<file path="config.mk">
export PLATFORM = sky130hd
export DESIGN_NAME = delta_encoder
export DESIGN_NICKNAME = d
export VERILOG_FILES = /design/src/rtl/delta_pkg.sv /design/src/rtl/delta_compare.sv /design/src/rtl/delta_encoder.sv
export SDC_FILE = /design/constraint.sdc
export NUM_CORES = 1
export LEC_CHECK = 0
export CELL_PAD_IN_SITES_DETAIL_PLACEMENT = 1
export CELL_PAD_IN_SITES_GLOBAL_PLACEMENT = 1
export CORE_MARGIN = 2
export CORE_UTILIZATION = 50
export DETAILED_ROUTE_END_ITERATION = 8
export PLACE_DENSITY_LB_ADDON = 0.05
export SYNTH_ARGS = -nofsm -noshare
export SYNTH_HDL_FRONTEND = slang
export SYNTH_SLANG_ARGS = --single-unit
</file>
<file path="constraint.sdc">
create_clock -name clk -period 9.7 [get_ports clk]
set_input_delay 1.94 -clock clk [delete_from_list [all_inputs] [get_ports clk]]
set_output_delay 1.94 -clock clk [all_outputs]
set_load 0.1 [all_outputs]
</file>
<file path="src/rtl/delta_pkg.sv">
// Shared spike encodings and the token type for the delta-modulation encoder.
package delta_pkg;

  typedef logic [1:0] spike_t;

  localparam spike_t SPIKE_NONE = 2'b00;
  localparam spike_t SPIKE_ON   = 2'b01;
  localparam spike_t SPIKE_OFF  = 2'b11;

endpackage

</file>
<file path="src/rtl/delta_compare.sv">
// Combinational spike decision: compares a sample against its channel reference
// using a WIDTH+1 signed difference so full-range swings never wrap.
module delta_compare
  import delta_pkg::*;
#(
  parameter int WIDTH = 8
) (
  input  logic [WIDTH-1:0] data,
  input  logic [WIDTH-1:0] ref_val,
  input  logic [WIDTH-1:0] threshold,
  input  logic             off_en,
  output spike_t           spike,
  output logic             update
);

  logic signed [WIDTH:0] diff;
  logic signed [WIDTH:0] thr_pos;
  logic signed [WIDTH:0] thr_neg;

  always_comb begin
    diff    = $signed({1'b0, data}) - $signed({1'b0, ref_val});
    thr_pos = $signed({1'b0, threshold});
    // -threshold always fits: the most negative threshold magnitude is 2^WIDTH-1
    thr_neg = -thr_pos;
    spike   = SPIKE_NONE;
    update  = 1'b0;
    if (diff > thr_pos) begin
      spike  = SPIKE_ON;
      update = 1'b1;
    end else if (off_en && (diff < thr_neg)) begin
      spike  = SPIKE_OFF;
      update = 1'b1;
    end
  end

endmodule

</file>
<file path="src/rtl/delta_encoder.sv">
// Multi-channel streaming delta-modulation spike encoder with per-channel
// reference, priming, refractory counter and a single registered output stage.
module delta_encoder
  import delta_pkg::*;
#(
  parameter int WIDTH     = 8,
  parameter int CHANNELS  = 4,
  parameter int REFRACT_W = 4,
  parameter int CH_W      = (CHANNELS > 1) ? $clog2(CHANNELS) : 1
) (
  input  logic                 clk,
  input  logic                 rst,
  input  logic                 in_valid,
  output logic                 in_ready,
  input  logic [CH_W-1:0]      in_chan,
  input  logic [WIDTH-1:0]     in_data,
  input  logic [WIDTH-1:0]     threshold,
  input  logic                 off_en,
  input  logic [REFRACT_W-1:0] refractory,
  output logic                 out_valid,
  input  logic                 out_ready,
  output logic [CH_W-1:0]      out_chan,
  output spike_t               out_spike
);

  localparam logic [CH_W:0] CHAN_LIM = CHANNELS[CH_W:0];

  logic [WIDTH-1:0]     ref_q    [CHANNELS];
  logic [REFRACT_W-1:0] rcnt_q   [CHANNELS];
  logic [CHANNELS-1:0]  primed_q;

  logic                 accept;
  logic                 chan_ok;
  logic                 take;
  logic [CH_W-1:0]      idx;
  logic [WIDTH-1:0]     cur_ref;
  logic [REFRACT_W-1:0] cur_rcnt;
  logic                 cur_primed;
  spike_t               cmp_spike;
  logic                 cmp_update;
  spike_t               tok_spike;

  assign in_ready = !out_valid || out_ready;
  assign accept   = in_valid && in_ready;
  assign chan_ok  = ({1'b0, in_chan} < CHAN_LIM);
  assign take     = accept && chan_ok;
  // Out-of-range channels are dropped; steer the read to a legal entry anyway
  assign idx      = chan_ok ? in_chan : '0;

  assign cur_ref    = ref_q[idx];
  assign cur_rcnt   = rcnt_q[idx];
  assign cur_primed = primed_q[idx];

  delta_compare #(.WIDTH(WIDTH)) u_cmp (
    .data      (in_data),
    .ref_val   (cur_ref),
    .threshold (threshold),
    .off_en    (off_en),
    .spike     (cmp_spike),
    .update    (cmp_update)
  );

  always_comb begin
    tok_spike = SPIKE_NONE;
    if (cur_primed && (cur_rcnt == '0)) tok_spike = cmp_spike;
  end

  always_ff @(posedge clk or posedge rst) begin
    if (rst) begin
      for (int c = 0; c < CHANNELS; c++) begin
        ref_q[c]  <= '0;
        rcnt_q[c] <= '0;
      end
      primed_q <= '0;
    end else if (take) begin
      if (!cur_primed) begin
        ref_q[idx]    <= in_data;
        primed_q[idx] <= 1'b1;
      end else if (cur_rcnt != '0) begin
        rcnt_q[idx] <= cur_rcnt - 1'b1;
      end else if (cmp_update) begin
        ref_q[idx]  <= in_data;
        rcnt_q[idx] <= refractory;
      end
    end
  end

  always_ff @(posedge clk or posedge rst) begin
    if (rst) begin
      out_valid <= 1'b0;
      out_chan  <= '0;
      out_spike <= SPIKE_NONE;
    end else if (take) begin
      out_valid <= 1'b1;
      out_chan  <= in_chan;
      out_spike <= tok_spike;
    end else if (out_ready) begin
      out_valid <= 1'b0;
    end
  end

endmodule

</file>
==> out/qor.yml, run 1 <==
timing:
  rsz0062_at_grt: "no"
  fin_skew_ns: 0.01340
  final_max_slew_viol_count: 0
  tightest_slew_ns: 1.277
  clock.fmax_mhz: 144.7
  fin_ws_ns: 2.788
  fin_crit_ns: 6.912
  maxSlewHeadroom_pct: 14.21
  setup_viol: 0
  fin_crit_sh_pct: 71.25
  fin_setup_tns_ns: 0
  hold_violations: 0
setup_path:
  worstRegToRegCells: 16
  rrSetupSlack_ns: 4.77
  arrival_ns: 7.15
  crit_type: "input pin to flop"
  crit_path_end_kind: "flop"
  cp_max_fo: 39
  r2r_end: "rcnt_q[14]"
  critPathLaunchType: "input pin"
  crit_required_ns: 9.94
  r2r_start: "ref_q[8]"
drt:
  wl_mm: 12.82
  drc: 0
  viasPerCell: 6.477
  vias: 3938
  first_iter_violations: 249
  ant_nets: 0
  dr.pass1.iters: 4
  wl_per_cell_microns: 21.08
global_routing:
  overflow: 0
  grt_pass1_wl_mm: 21.42
  grt_max_degree: 58
  antenna_found_initial: 0
  grtUsageTotal_pct: 28.08
  grt_pass1_vias: 4067
logic_synthesis:
  netlist.area_leader.share_pct: 32.39
  avgSynthCellArea_sq_um: 9.253
  synth_edf_count: 0
  yosysTopAreaCell: "dfrtp_1"
  ys_top_cells_by_area: "dfrtp_1 (32%), ha_1 (6.8%), mux4_2 (6.6%), a211o_1 (6.4%), nand2_1 (5.1%)"
  syn_inst: 476
  yosys_warnings: 0
  synthArstFlopShare_pct: 100.0
  netlist_area_sq_um: 4404
  synth_nets: 528
  ys_types: 54
  ys.flop_type: "dfrtp_1"
  synth_seq_area_share_pct: 32.39
  ys_ff_latch: 57
floorplan:
  start_util_pct: 51.00
  io_pins: 33
  rows: 34
  die-area_sq_um: 9576
  fp.dieH_microns: 97.86
  die_w_microns: 97.86
  coreArea_sq_um: 8636
clock_network:
  path_clk_slew_ns: 0.08
  postCtsSetupRepairBufs: 0
  clkSinkCount: 57
  cts_resized: 0
  clk_path_buf_depth: 2
  htreeDepth: 3
  cts_root_buffer: "clkbuf_8"
  cts_hold_buf: 0
  clk_latency_ns: 0.36
  cts_tree: "yes"
  cts_made_buffers: 9
outcome:
  outcome: "finished, final reports clean"
finish:
  design_area_sq_um: 4966
  area_growth_pct: 12.76
  diodes: 0
  final_util_pct: 57.51
  drive_above_1_share_pct: 13.00
  nets: 547
power_and_ir_drop:
  combPwrFrac_pct: 34.9
  clock_power_share_pct: 28.5
  p_sw_share_pct: 37.83
  netSwitchingPower_w: 0.0003081
  pwr-share-seq_pct: 36.6
  vdd_drop_max_mv: 0.1123
  powerDensity_nw_per_um2: 164.0
  p_leak_nw: 1.911
  p_int_w: 0.0005063
hold_path:
  hp-start: "primed_q[2]"
  hold_class: "flop to flop"
  whs_path_depth: 1
  hold-path-endpoint: "primed_q[2]"
run:
  drv_cap: 0
place:
  place_area_sq_um: 4765
  gp_congestion: 0.7700
  io_buffer_count: 32
  pre_cts_slack_ns: 2.500
  dp_hpwl_mm: 8.972
==> synthesized netlist by cell type, drive strengths merged, types with 8 or more instances <==
library cell and number:
nor2 15, o2bb2ai 8, a32o 16, nand3 37
o21ai 43, a211o 32, clkbuf 16, mux2 12
mux4 13, buf 16, dfrtp 57, ha 24
a21oi 11, nor3 9, nand2 60, inv 29
==> state kept, by name, indices dropped and copies added (netlist names) <==
register and count:
out_chan 2, out_spike 2, out_valid 1, primed_q 4
rcnt_q 16, ref_q 32
==> per-stage QoR <==
step	cells	hold WS [ns]	total power (W)
after global placement	592	0.4474	0.0005746
after CTS	608	0.4715	0.0008183
final	608	0.4712	0.0008144
after detailed placement	592	0.4537	0.0005856
after floorplan	476	0.4289	0.0005172
after global routing	608	0.4901	0.0008652
==> worst max-delay path: stages <==
cell and delay (ns):
clkdlybuf4s50_1 0.45, buf_4 0.30, mux4_2 0.54, inv_1 0.09
ha_1 0.26, a21o_1 0.22, o2111ai_1 0.36, o211ai_1 0.16
a21oi_1 0.34, ha_1 0.24, nor3b_1 0.19, o21ai_0 0.14
or4_1 0.52, o32a_1 0.18, buf_4 0.28, a31oi_1 0.51
mux2_2 0.41
==> worst max-delay path by stage <==
| stage | endpoint | from | slack (ns) | cells past startpoint |
|---|---|---|---|---|
| 6_report | rcnt_q[14] | in_chan[0] | 2.79 | 17 |
| 4_1_cts | rcnt_q[14] | in_chan[0] | 2.82 | 17 |
| 3_5_place_dp | rcnt_q[14] | in_chan[0] | 2.50 | 17 |
| 5_1_grt | rcnt_q[14] | in_chan[0] | 2.47 | 17 |
| 3_3_place_gp | rcnt_q[12] | in_chan[1] | 2.70 | 16 |
| 2_1_floorplan | rcnt_q[12] | in_chan[0] | 2.98 | 17 |
==> cells by family after synthesis <==
logic type	share of synthesized area (%)
buffers and inverters	6.051
AO/OA/AOI/OAI	23.98
AND/OR/NAND/NOR	17.47
XOR/XNOR	1.989
adder cells (fa/ha/maj)	7.273
multiplexers	10.85
flip-flops	32.39
==> cells in the final DEF (no fill, tap or decap), drive strengths merged, types with 5 or more instances in the layout <==
| master | netlist | layout |
|---|---|---|
| nand3 | 37 | 37 |
| a21oi | 11 | 11 |
| a211o | 32 | 32 |
| clkbuf | 16 | 9 |
| a32o | 16 | 16 |
| o21ai | 43 | 43 |
| nor2 | 15 | 15 |
| mux4 | 13 | 13 |
| mux2i | 5 | 5 |
| xnor2 | 6 | 6 |
| buf | 16 | 8 |
| mux2 | 12 | 12 |
| inv | 29 | 31 |
| dfrtp | 57 | 57 |
| a31oi | 5 | 5 |
| nand2 | 60 | 60 |
| clkdlybuf4s50 | 0 | 32 |
| nand2b | 7 | 7 |
| ha | 24 | 24 |
| o2bb2ai | 8 | 8 |
| a21o | 6 | 6 |
| nor3 | 9 | 9 |
==> power groups by stage <==
| stage | combinational [W] | sequential, W | clock (W) |
|---|---|---|---|
| 6_report | 0.000285 | 0.000298 | 0.000232 |
| 3_3_place_gp | 0.000274 | 0.000300 | 0 |
| 5_1_grt | 0.000314 | 0.000303 | 0.000249 |
| 2_1_floorplan | 0.000205 | 0.000312 | 0 |
| 4_1_cts | 0.000285 | 0.000298 | 0.000236 |
| 3_5_place_dp | 0.000283 | 0.000303 | 0 |
==> layer usage <==
layer	wire length, microns	global-route usage [%]
met4	187	8.333
met1	5969	39.37
met2	6079	46.26
met5	0	0
met3	581	2.935
==> final cells by class <==
| type | instances | area [sq um] |
|---|---|---|
| tap | 108 | 135.1 |
| sequential | 57 | 1426 |
| clock inverter | 7 | 77.57 |
| clock buffer | 9 | 123.9 |
| fill | 1004 | 3670 |
| timing repair buffer | 40 | 380.4 |
| inverter | 29 | 108.9 |
| multi-input combinational | 358 | 2714 |
Power figures use the tool's default switching activity.
==> run 2, diff against run 1 <==
--- a/config.mk
+++ b/config.mk
@@ -8,7 +8,7 @@
 export CELL_PAD_IN_SITES_DETAIL_PLACEMENT = 1
 export CELL_PAD_IN_SITES_GLOBAL_PLACEMENT = 1
 export CORE_MARGIN = 2
-export CORE_UTILIZATION = 50
+export CORE_UTILIZATION = 46
 export DETAILED_ROUTE_END_ITERATION = 8
 export PLACE_DENSITY_LB_ADDON = 0.05
 export SYNTH_ARGS = -nofsm -noshare
==> constraint.sdc (replaced) <==
create_clock -name clk -period 6.9 [get_ports clk]
set_input_delay 1.38 -clock clk [delete_from_list [all_inputs] [get_ports clk]]
set_output_delay 1.38 -clock clk [all_outputs]
set_load 0.1 [all_outputs]
==> run 2 against run 1 <==
Net effect: combinational power up 44%; sequential power up 42%; count of clock-buffer cells in the layout increased by 2; critical path depth is 2 lower; worst hold slack about the same; via count rose by 2.7%; largest cell class unchanged; clock power rose by 23%; final cell count grew 4.1%; first-iteration DRC count shrank 2.0%; die area up 8.3%; critical endpoint is now rcnt_q[13]; design area is 0.78% higher.
==> out/qor.yml, run 2 (synthesis gave the netlist of run 1 again) <==
power_and_ir_drop:
  clock_power_share_pct: 25.6  # -2.9 points
  netSwitchingPower_w: 0.0004294  # +39%
  powerDensity_nw_per_um2: 223.5  # +36%
  p_int_w: 0.0006889  # +36%
  p_sw_share_pct: 38.40  # +0.56 points
  vdd_drop_max_mv: 0.1697  # +51%
  combPwrFrac_pct: 36.7  # +1.8 points
  pwr-share-seq_pct: 37.8  # +1.2 points
  p_leak_nw: 1.927  # +0.85%
setup_path:
  critPathLaunchType: "input pin"
  crit_slowest_cell: "clkdlybuf4s50_1"
  path_buf_inv: 2  # -2
  crit_chain: "clkdlybuf4s50_1 > mux4_2 > inv_1 > ha_1 > a21o_1 > a21o_1 > a21o_1 > a21oi_1 > xnor2_1 > ha_1 > or3b_2 > a41oi_1 > or4b_4 > a31oi_1 > mux2_2"
  arrival_ns: 6.46  # -0.69 ns
  crit_family: "compound AO/OA/AOI/OAI gates"
  crit_path_end_kind: "flop"
  crit_type: "input pin to flop"
  cpPeakStageDelay_ns: 0.72  # +0.18 ns
  cp_max_fo: 21  # -46%
  crit_required_ns: 7.12  # -2.82 ns
  critical_path.most_common_cell: "a21o_1"
clock_network:
  clk_latency_ns: 0.34  # -0.02 ns
  htreeDepth: 3  # unchanged
  clkSinkCount: 57  # unchanged
  clk_path_buf_depth: 2  # unchanged
  cts_made_buffers: 9  # unchanged
  cts_resized: 0  # unchanged
  path_clk_slew_ns: 0.07  # about the same
  cts_tree: "yes"
  postCtsSetupRepairBufs: 0  # unchanged
  cts_root_buffer: "clkbuf_8"
  cts_hold_buf: 0  # unchanged
place:
  io_buffer_count: 32  # unchanged
  dp_hpwl_mm: 10.02  # +12%
  gp_congestion: 0.8828  # +15%
  pre_cts_slack_ns: 0.3270  # -2.173 ns
global_routing:
  antenna_found_initial: 0  # unchanged
  grt_pass1_wl_mm: 23.24  # +8.5%
  overflow: 0  # unchanged
  grt_pass1_vias: 4180  # +2.8%
  grt_max_degree: 58  # unchanged
  grtUsageTotal_pct: 29.60  # +1.5 points
timing:
  rsz0062_at_grt: "no"
  fin_skew_ns: 0.01777  # +0.004372 ns
  final_max_slew_viol_count: 0  # unchanged
  fin_ws_ns: 0.6642  # -2.124 ns
  maxSlewHeadroom_pct: 21.00  # +6.8 points
  tightest_slew_ns: 1.176  # -0.1010 ns
  setup_viol: 0  # unchanged
  clock.fmax_mhz: 160.4
  fin_crit_sh_pct: 90.37
  fin_crit_ns: 6.236
  hold_violations: 0  # unchanged
  fin_setup_tns_ns: 0  # unchanged
drt:
  drc: 0  # unchanged
  ant_nets: 0  # unchanged
  vias: 4046  # +2.7%
  wl_per_cell_microns: 22.71  # +7.7%
  viasPerCell: 6.392  # -1.3%
  wl_mm: 14.37  # +12%
  first_iter_violations: 244  # -2.0%
  dr.pass1.iters: 4  # unchanged
hold_path:
  hold_class: "flop to flop"
finish:
  diodes: 0  # unchanged
  regMostFlops: "ref_q"
  reg_top3: "ref_q (32), rcnt_q (16), primed_q (4)"
  area_growth_pct: 13.64
  fillCellCount: 1093  # +8.9%
  final_common_cell: "nand2_1"
  drive_above_1_share_pct: 13.69  # +0.69 points
  final_cell_mix: "nand2_1 (60), dfrtp_1 (57), o21ai_0 (43), nand3_1 (37)"
  nets: 553  # +1.1%
  largest_reg_flops: 32  # unchanged
floorplan:
  die_w_microns: 101.9  # +4.1%
  coreArea_sq_um: 9284  # +7.5%
  fp.dieH_microns: 101.9  # +4.1%
  die-area_sq_um: 10370  # +8.3%
  start_util_pct: 47.44  # -3.6 points
  rows: 35  # +2.9%
  io_pins: 33  # unchanged
run:
  drv_cap: 0  # unchanged
outcome:
  outcome: "finished, final reports clean"
run 2: final timing paths:
path,startpoint,slack (ns),endpoint,depth (start not counted)
min in group asynchronous,rst,1.57,rcnt_q[8],3
max in group asynchronous,rst,4.82,ref_q[0],3
worst min register to register,primed_q[3],0.47,primed_q[3],1
worst max register to register,ref_q[25],2.09,rcnt_q[13],14
worst min-delay path,primed_q[3],0.47,primed_q[3],1
worst max-delay path,in_chan[1],0.66,rcnt_q[13],15
run 2: metal layers:
metal | wire [microns] | share of wire, % | track usage [%] | vias to the layer above
met4 | 380 | 2.6 | 10.67 | 0
met3 | 812 | 5.6 | 4.993 | 28
met5 | 0 | 0 | 0 | -
met2 | 6882 | 48 | 47.52 | 112
met1 | 6299 | 44 | 40.66 | 2077
li1 | - | - | - | 1829
run 2: final cells by class:
class	count	area, sq um	area share [%]
Timing Repair Buffer	46	425.4	8.500
Tap cell	129	161.4	3.225
Inverter	29	108.9	2.175
Sequential cell	57	1426	28.50
Clock inverter	3	17.52	0.3500
Multi-Input combinational cell	358	2714	54.22
Clock buffer	11	151.4	3.025
run 2: stage by stage:
| step | util [%] | hold slack (ns) | instance area, sq um | instances | power (W) |
|---|---|---|---|---|---|
| 6_report | 53.91 | 0.4716 | 5005 | 633 | 0.001118 |
| 2_1_floorplan | - | 0.4289 | 4404 | 476 | 0.0007271 |
| 5_1_grt | 53.91 | 0.5012 | 5005 | 633 | 0.001179 |
| 3_5_place_dp | 52.09 | 0.4536 | 4836 | 619 | 0.0008350 |
| 3_3_place_gp | 52.09 | 0.4487 | 4836 | 619 | 0.0008134 |
| 4_1_cts | 53.91 | 0.4732 | 5005 | 633 | 0.001126 |
run 2: power by group through the flow:
stage / clock [W] / sequential [W] / combinational [W]
after floorplan: 0 / 0.000438 / 0.000289
after global placement: 0 / 0.000423 / 0.000390
after detailed placement: 0 / 0.000427 / 0.000408
after CTS: 0.000293 / 0.000422 / 0.000410
after global routing: 0.000304 / 0.000429 / 0.000446
final: 0.000286 / 0.000422 / 0.000410
